**src/rtl/router_out_client.sv**
```systemverilog
// router_out_client: drains one router output port a packet at a time, streaming payload bytes out.
// Define CLIENT_PARITY_CHECK_EN to build the parity accumulator/comparator; otherwise parity_err is tied 0.
module router_out_client #(
  parameter int WIDTH       = 8,
  parameter int START_DELAY = 2
) (
  input  logic             clk,
  input  logic             reset,
  input  logic             vld_out,
  input  logic [WIDTH-1:0] data_out,
  input  logic             soft_reset,
  input  logic             stall,
  output logic             read_enb,
  output logic [WIDTH-1:0] byte_out,
  output logic             byte_vld,
  output logic [1:0]       pkt_addr,
  output logic [5:0]       pkt_len,
  output logic             pkt_done,
  output logic             parity_err,
  output logic             pkt_abort,
  output logic             busy
);
  typedef enum logic [2:0] {IDLE, WAIT, HDR_RD, HDR_CAP, BODY, DRAIN, DONE} state_t;
  state_t state, state_nx;
  logic [4:0] dly_cnt;
  logic [6:0] issue_cnt, cap_cnt, hdr_cnt;
  logic cap_pend, cap, is_par, abort, par_bad, body_rd;
  assign abort   = soft_reset & (state != IDLE);
  assign hdr_cnt = {1'b0, data_out[7:2]} + 7'd1;
  assign cap     = cap_pend & ~soft_reset;
  assign is_par  = cap_cnt == 7'd1;
  assign busy    = state != IDLE;
  assign body_rd = read_enb & (state == BODY);
  always_comb begin
    read_enb = ~soft_reset & vld_out & ~stall & ((state == HDR_RD) | ((state == BODY) & (issue_cnt != '0)));
    byte_vld = cap & ~is_par;
    byte_out = byte_vld ? data_out : '0;
    state_nx = state;
    case (state)
      IDLE:    state_nx = vld_out ? ((START_DELAY == 0) ? HDR_RD : WAIT) : IDLE;
      WAIT:    state_nx = (dly_cnt == 5'd1) ? HDR_RD : WAIT;
      HDR_RD:  state_nx = read_enb ? HDR_CAP : HDR_RD;
      HDR_CAP: state_nx = BODY;
      BODY:    state_nx = (issue_cnt == {6'd0, read_enb}) ? DRAIN : BODY;
      DRAIN:   state_nx = DONE;
      DONE:    state_nx = IDLE;
      default: state_nx = IDLE;
    endcase
    if (abort) state_nx = IDLE;
  end
  always_ff @(posedge clk) begin
    if (reset) begin
      state      <= IDLE;
      dly_cnt    <= '0;
      issue_cnt  <= '0;
      cap_cnt    <= '0;
      cap_pend   <= 1'b0;
      pkt_addr   <= '0;
      pkt_len    <= '0;
      pkt_done   <= 1'b0;
      parity_err <= 1'b0;
      pkt_abort  <= 1'b0;
    end else begin
      state     <= state_nx;
      cap_pend  <= body_rd;
      pkt_done  <= (state == DONE) & ~soft_reset;
      pkt_abort <= abort;
      if (state == IDLE) dly_cnt <= 5'(START_DELAY);
      else if (state == WAIT) dly_cnt <= dly_cnt - 5'd1;
      if (state == HDR_CAP) begin
        pkt_addr  <= data_out[1:0];
        pkt_len   <= data_out[7:2];
        issue_cnt <= hdr_cnt;
        cap_cnt   <= hdr_cnt;
      end else begin
        if (body_rd) issue_cnt <= issue_cnt - 7'd1;
        if (cap) cap_cnt <= cap_cnt - 7'd1;
      end
      if (abort) parity_err <= 1'b0;
      else if (state == DONE) parity_err <= par_bad;
    end
  end
`ifdef CLIENT_PARITY_CHECK_EN
  // Accumulator is seeded with the header; the parity capture compares instead of accumulating.
  logic [WIDTH-1:0] acc;
  always_ff @(posedge clk) begin
    if (reset) begin
      acc     <= '0;
      par_bad <= 1'b0;
    end else if (state == HDR_CAP) begin
      acc     <= data_out;
      par_bad <= 1'b0;
    end else if (cap) begin
      if (is_par) par_bad <= acc != data_out;
      else acc <= acc ^ data_out;
    end
  end
`else
  assign par_bad = 1'b0;
`endif
endmodule

```
**config.mk**
```make
export PLATFORM = sky130hd
export DESIGN_NAME = router_out_client
export DESIGN_NICKNAME = d
export VERILOG_FILES = /design/src/rtl/router_out_client.sv
export SDC_FILE = /design/constraint.sdc
export NUM_CORES = 1
export LEC_CHECK = 0
export CELL_PAD_IN_SITES_DETAIL_PLACEMENT = 1
export CELL_PAD_IN_SITES_GLOBAL_PLACEMENT = 1
export CORE_AREA = 2 2 62 75
export CTS_BUF_LIST = sky130_fd_sc_hd__clkbuf_4
export CTS_CLUSTER_DIAMETER = 120
export DETAILED_ROUTE_END_ITERATION = 6
export DIE_AREA = 0 0 64 77
export DONT_BUFFER_PORTS = 1
export PLACE_DENSITY_LB_ADDON = 0.1
export SYNTH_ARGS = -nofsm -noshare
export SYNTH_HDL_FRONTEND = slang
export SYNTH_SLANG_ARGS = --single-unit
```
**constraint.sdc**
```tcl
create_clock -name clk -period 1.9 [get_ports clk]
set_clock_uncertainty 0.1 [all_clocks]
set_input_delay 0.285 -clock clk [delete_from_list [all_inputs] [get_ports clk]]
set_output_delay 0.285 -clock clk [all_outputs]
set_load 0.1 [all_outputs]
```
==> results.md <==
* I/O Pins at 35
* Most used flip-flop cell after synthesis: dfxtp_1
* Number of nets still failing antenna checks after routing at 0
* Area fraction in compound gates after synthesis at 0.194
* Overall global routing resource usage at 0.247
* Number of port buffers at 0
* Ratio of final minimum period to clock period at 1.15
* Length of the first detailed-routing pass in iterations at 4
* Syn_nets at approximately 230
* Post-synthesis share of cell area spent on and, or, nand and nor gates at 0.281
* Std-Cell Rows at 26
* Endpoints failing setup at 16
* Worst hold margin at roughly 0.038 ns
* RD Place Congestion at 0.801
* Multiplexer area fraction after synthesis at 0.00643
* Total congestion overflow after global routing at 0
* Largest driver fanout on the critical path at 9
* Via count normalized by instance count at 5.57
* H-tree lvl count at 2
* Hold Path Sink: state[0]
* Critical register-to-register path startpoint: state[0]
* Register clock-pin slew on the reported worst setup and hold paths at ~0.10 ns
* Iteration-0 DRC count of the detailed router at between 50 and 60
* Tightest slew margin relative to the limit at 0.219
* Core footprint at 0.00420 mm^2
* Critical path start-end classification: reg -> out
* Proportion of synthesized chip area in sequential cells at 0.377
* Wire length reported by the detailed router at between 5 and 6 mm
* Yosys warning count at 0
* Area share of the leading cell type in the synthesized netlist at 0.377
* Layout cells sized above 1 at 0.293
* Area of the die at around 0.0049 mm^2
* Source-to-sink clock delay at the later pin of the worst-skew pair at ~0.33 ns
* Effective utilization at floorplan at 0.417
* Cell count of the worst reg-to-reg path at 4
* Vias at 1753
* Worst flop-to-flop path endpoint: issue_cnt[5]
* Share of the core filled with cells in the final layout at 0.568
* HPWL after detailed placement at between 3 and 4 mm
* Number of clock sinks at 33
* Worst-Margin Slew at approximately 1.2 ns
* Synthesized area at 0.00175 mm^2
* Antenna violations before repair at 0
* Count of max-cap constraint violations at 0
* Maximum count of clock buffers along a single path at 2
* Leakage Power at 0.913 nW
* Largest net degree at the start of global routing at 30
* Maximum frequency from static timing analysis at roughly 460 MHz
* Internal reg-to-reg setup slack at -0.09 ns
* Asr flop ratio synth at 0
* Pwr per Cell Area at approximately 530 mW/mm^2
* Distinct cell type count of the synthesized netlist at between 40 and 50
* Die span in y at just under 80 um
* Number of nets in the final layout at between 200 and 300
* ANT cells at 0
* Hold violation total from the final report at 0
* Kind of path behind the tightest hold check: in -> reg
* Avg Synthesized Cell Area at between 8 and 9 um^2
* Capturing element type of the critical path: output pin
* Data arrival time at the worst-slack endpoint at roughly 1.8 ns
* Number of cells on the worst hold path at 2
* Crit path from: cap_cnt[2]
* Gate Count Post-Synth at around 210
* Residual DRC at 0
* Area growth from synthesis to final layout at 36.1%
* Clock period minus final worst setup slack at about 2.2 ns
* Total CTS buffers at 5
* Max Slew Vio Count at 0
* Number of global-route vias before repair at between 1.5k and 2k
* Average detailed-routed wire length per instance at 18.4 um
* Largest family of logic cells by synthesized area: simple AND/OR/NAND/NOR gates
* Synthesized-area fraction occupied by adder cells at 0.0429
* Overall die width at between 60 and 70 um
* Clock root buffer: clkbuf_4
* Main area contributors after synthesis: dfxtp_1 38%, nand2_1 5.8%, a21oi_1 4.3%
* Number of synthesized flops with an enable pin at 0
* Fin Setup TNS at -3.04 ns
* Critical Path RT at about 1.5 ns
* Post-synthesis share of cell area spent on xor and xnor gates at 0.0450
* Post-route worst setup slack at -0.283 ns
* Launching element type of the critical path: flop
* Result of the run: finished, violations left
* First-pass GRT wire length at 9.51 mm
* Unrepaired setup endpoints after global routing: true
* Highest ir drop seen on vdd at 0.328 mV
* Library cell occupying the most area in the post-synthesis netlist: dfxtp_1
* TritonCTS clock tree: yes
* Violated checks: setup timing
* Register bit total from synthesis at 33
* Startpoint of the most critical hold path: soft_reset
-- flip-flops by register name, summed over array words and instances, names as in the netlist --
| signal | flops |
|---|---|
| cap_cnt | 7 |
| cap_pend | 1 |
| dly_cnt | 5 |
| issue_cnt | 7 |
| pkt_abort | 1 |
| pkt_addr | 2 |
| pkt_done | 1 |
| pkt_len | 6 |
| state | 3 |
-- critical path, cell delays in order (launching register included) --
cell	delay (ns)
dfxtp_2	0.33
or4_4	0.56
nor3b_4	0.22
nor2_4	0.09
and2_4	0.26
-- area by class of cell --
cell class              count  area (um^2)
clock buffers               5         37.5
clock inverters             3         12.5
fillers                   518         1810
inverters                  10         37.5
multi-input cells         160         1140
flip-flops and latches     33          667
well taps                  56         70.1
repair buffers             48          420
-- synth_stat cells, types with 2 or more instances --
| cell | count |
|---|---|
| dfxtp_1 | 33 |
| nand2_1 | 27 |
| a21oi_1 | 15 |
| nor2_1 | 15 |
| nor3_1 | 12 |
| inv_1 | 10 |
| and2_1 | 9 |
| clkbuf_1 | 9 |
| ha_1 | 6 |
| a31oi_1 | 5 |
| nand3_1 | 5 |
| o21ai_0 | 5 |
| or3_1 | 5 |
| xnor2_1 | 5 |
| a211oi_1 | 4 |
| nand2b_1 | 4 |
| nor4b_1 | 4 |
| xor2_1 | 4 |
| o311ai_0 | 3 |
| or4_1 | 3 |
| a311oi_1 | 2 |
| nand3b_1 | 2 |
| nor2b_1 | 2 |
| nor3b_1 | 2 |
| o21a_1 | 2 |
-- power breakdown --
part | internal [W] | switching, W | total, W | leakage, nW
Clock | 0.000134 | 0.000243 | 0.000377 | 0.0300
Sequential | 0.000701 | 0.00000766 | 0.000709 | 0.269
Combinational | 0.0000666 | 0.000101 | 0.000168 | 0.614
-- per-stage QoR --
step           cells  area, um^2  total power [W]  worst slack, ns
2_1_floorplan    214        1830         0.000833           -0.802
3_3_place_gp     295        2140         0.000853          -0.0920
3_5_place_dp     295        2140         0.000860           -0.195
4_1_cts          313        2340          0.00126           -0.312
5_1_grt          315        2380          0.00131           -0.368
6_report         315        2380          0.00125           -0.283
-- kinds of logic (layout without fill, tap and decap cells) --
kind of cell	after synthesis	count (layout)
buf+inv	21	66
flops	33	33
fa+ha+maj	6	6
compound gates	49	49
simple gates	94	94
mux	1	1
xor+xnor	9	9
other cells	1	1
-- timing repair --
| item | 4_1_cts | 5_1_grt |
|---|---|---|
| hold endpoints to repair | 29 | 5 |
| cloned | 0 | 0 |
| setup buffers | 1 | 0 |
| hold buffers | 9 | 2 |
| pin swaps | 14 | 6 |
| gates resized for setup | 15 | 4 |
| setup endpoints to repair | 19 | 19 |
-- placed cells by master (no fill, tap or decap), types with 2 or more instances in the layout --
cell type,n
buf_4,35
dfxtp_1,28
nand2_1,27
a21oi_1,15
nor2_1,13
dlygate4sd3_1,11
nor3_1,9
and2_4,8
inv_1,7
o21ai_0,5
a31oi_1,5
nand3_1,5
xnor2_1,5
dfxtp_2,5
clkbuf_4,5
nand2b_1,4
or3_1,4
a211oi_1,4
xor2_1,4
ha_1,4
inv_2,3
nor3_2,3
nor4b_1,3
nand3b_1,2
o21a_1,2
a311oi_1,2
nor2b_1,2
o311ai_2,2
or4_1,2
ha_4,2
clkinv_1,2
-- per-layer routing --
layer	track usage	wire (um)
met5	0	0
met4	0.0674	99
met3	0.0499	134
met2	0.460	3280
met1	0.277	2280
-- worst max-delay path by stage --
stage | endpoint | cells after the start | slack (ns)
6_report | byte_out[6] | 4 | -0.28
5_1_grt | byte_out[3] | 4 | -0.37
4_1_cts | byte_out[0] | 4 | -0.31
3_5_place_dp | state[0] | 6 | -0.20
3_3_place_gp | state[0] | 6 | -0.09
2_1_floorplan | state[0] | 5 | -0.80
No activity file was read; power rests on OpenSTA's default activity.
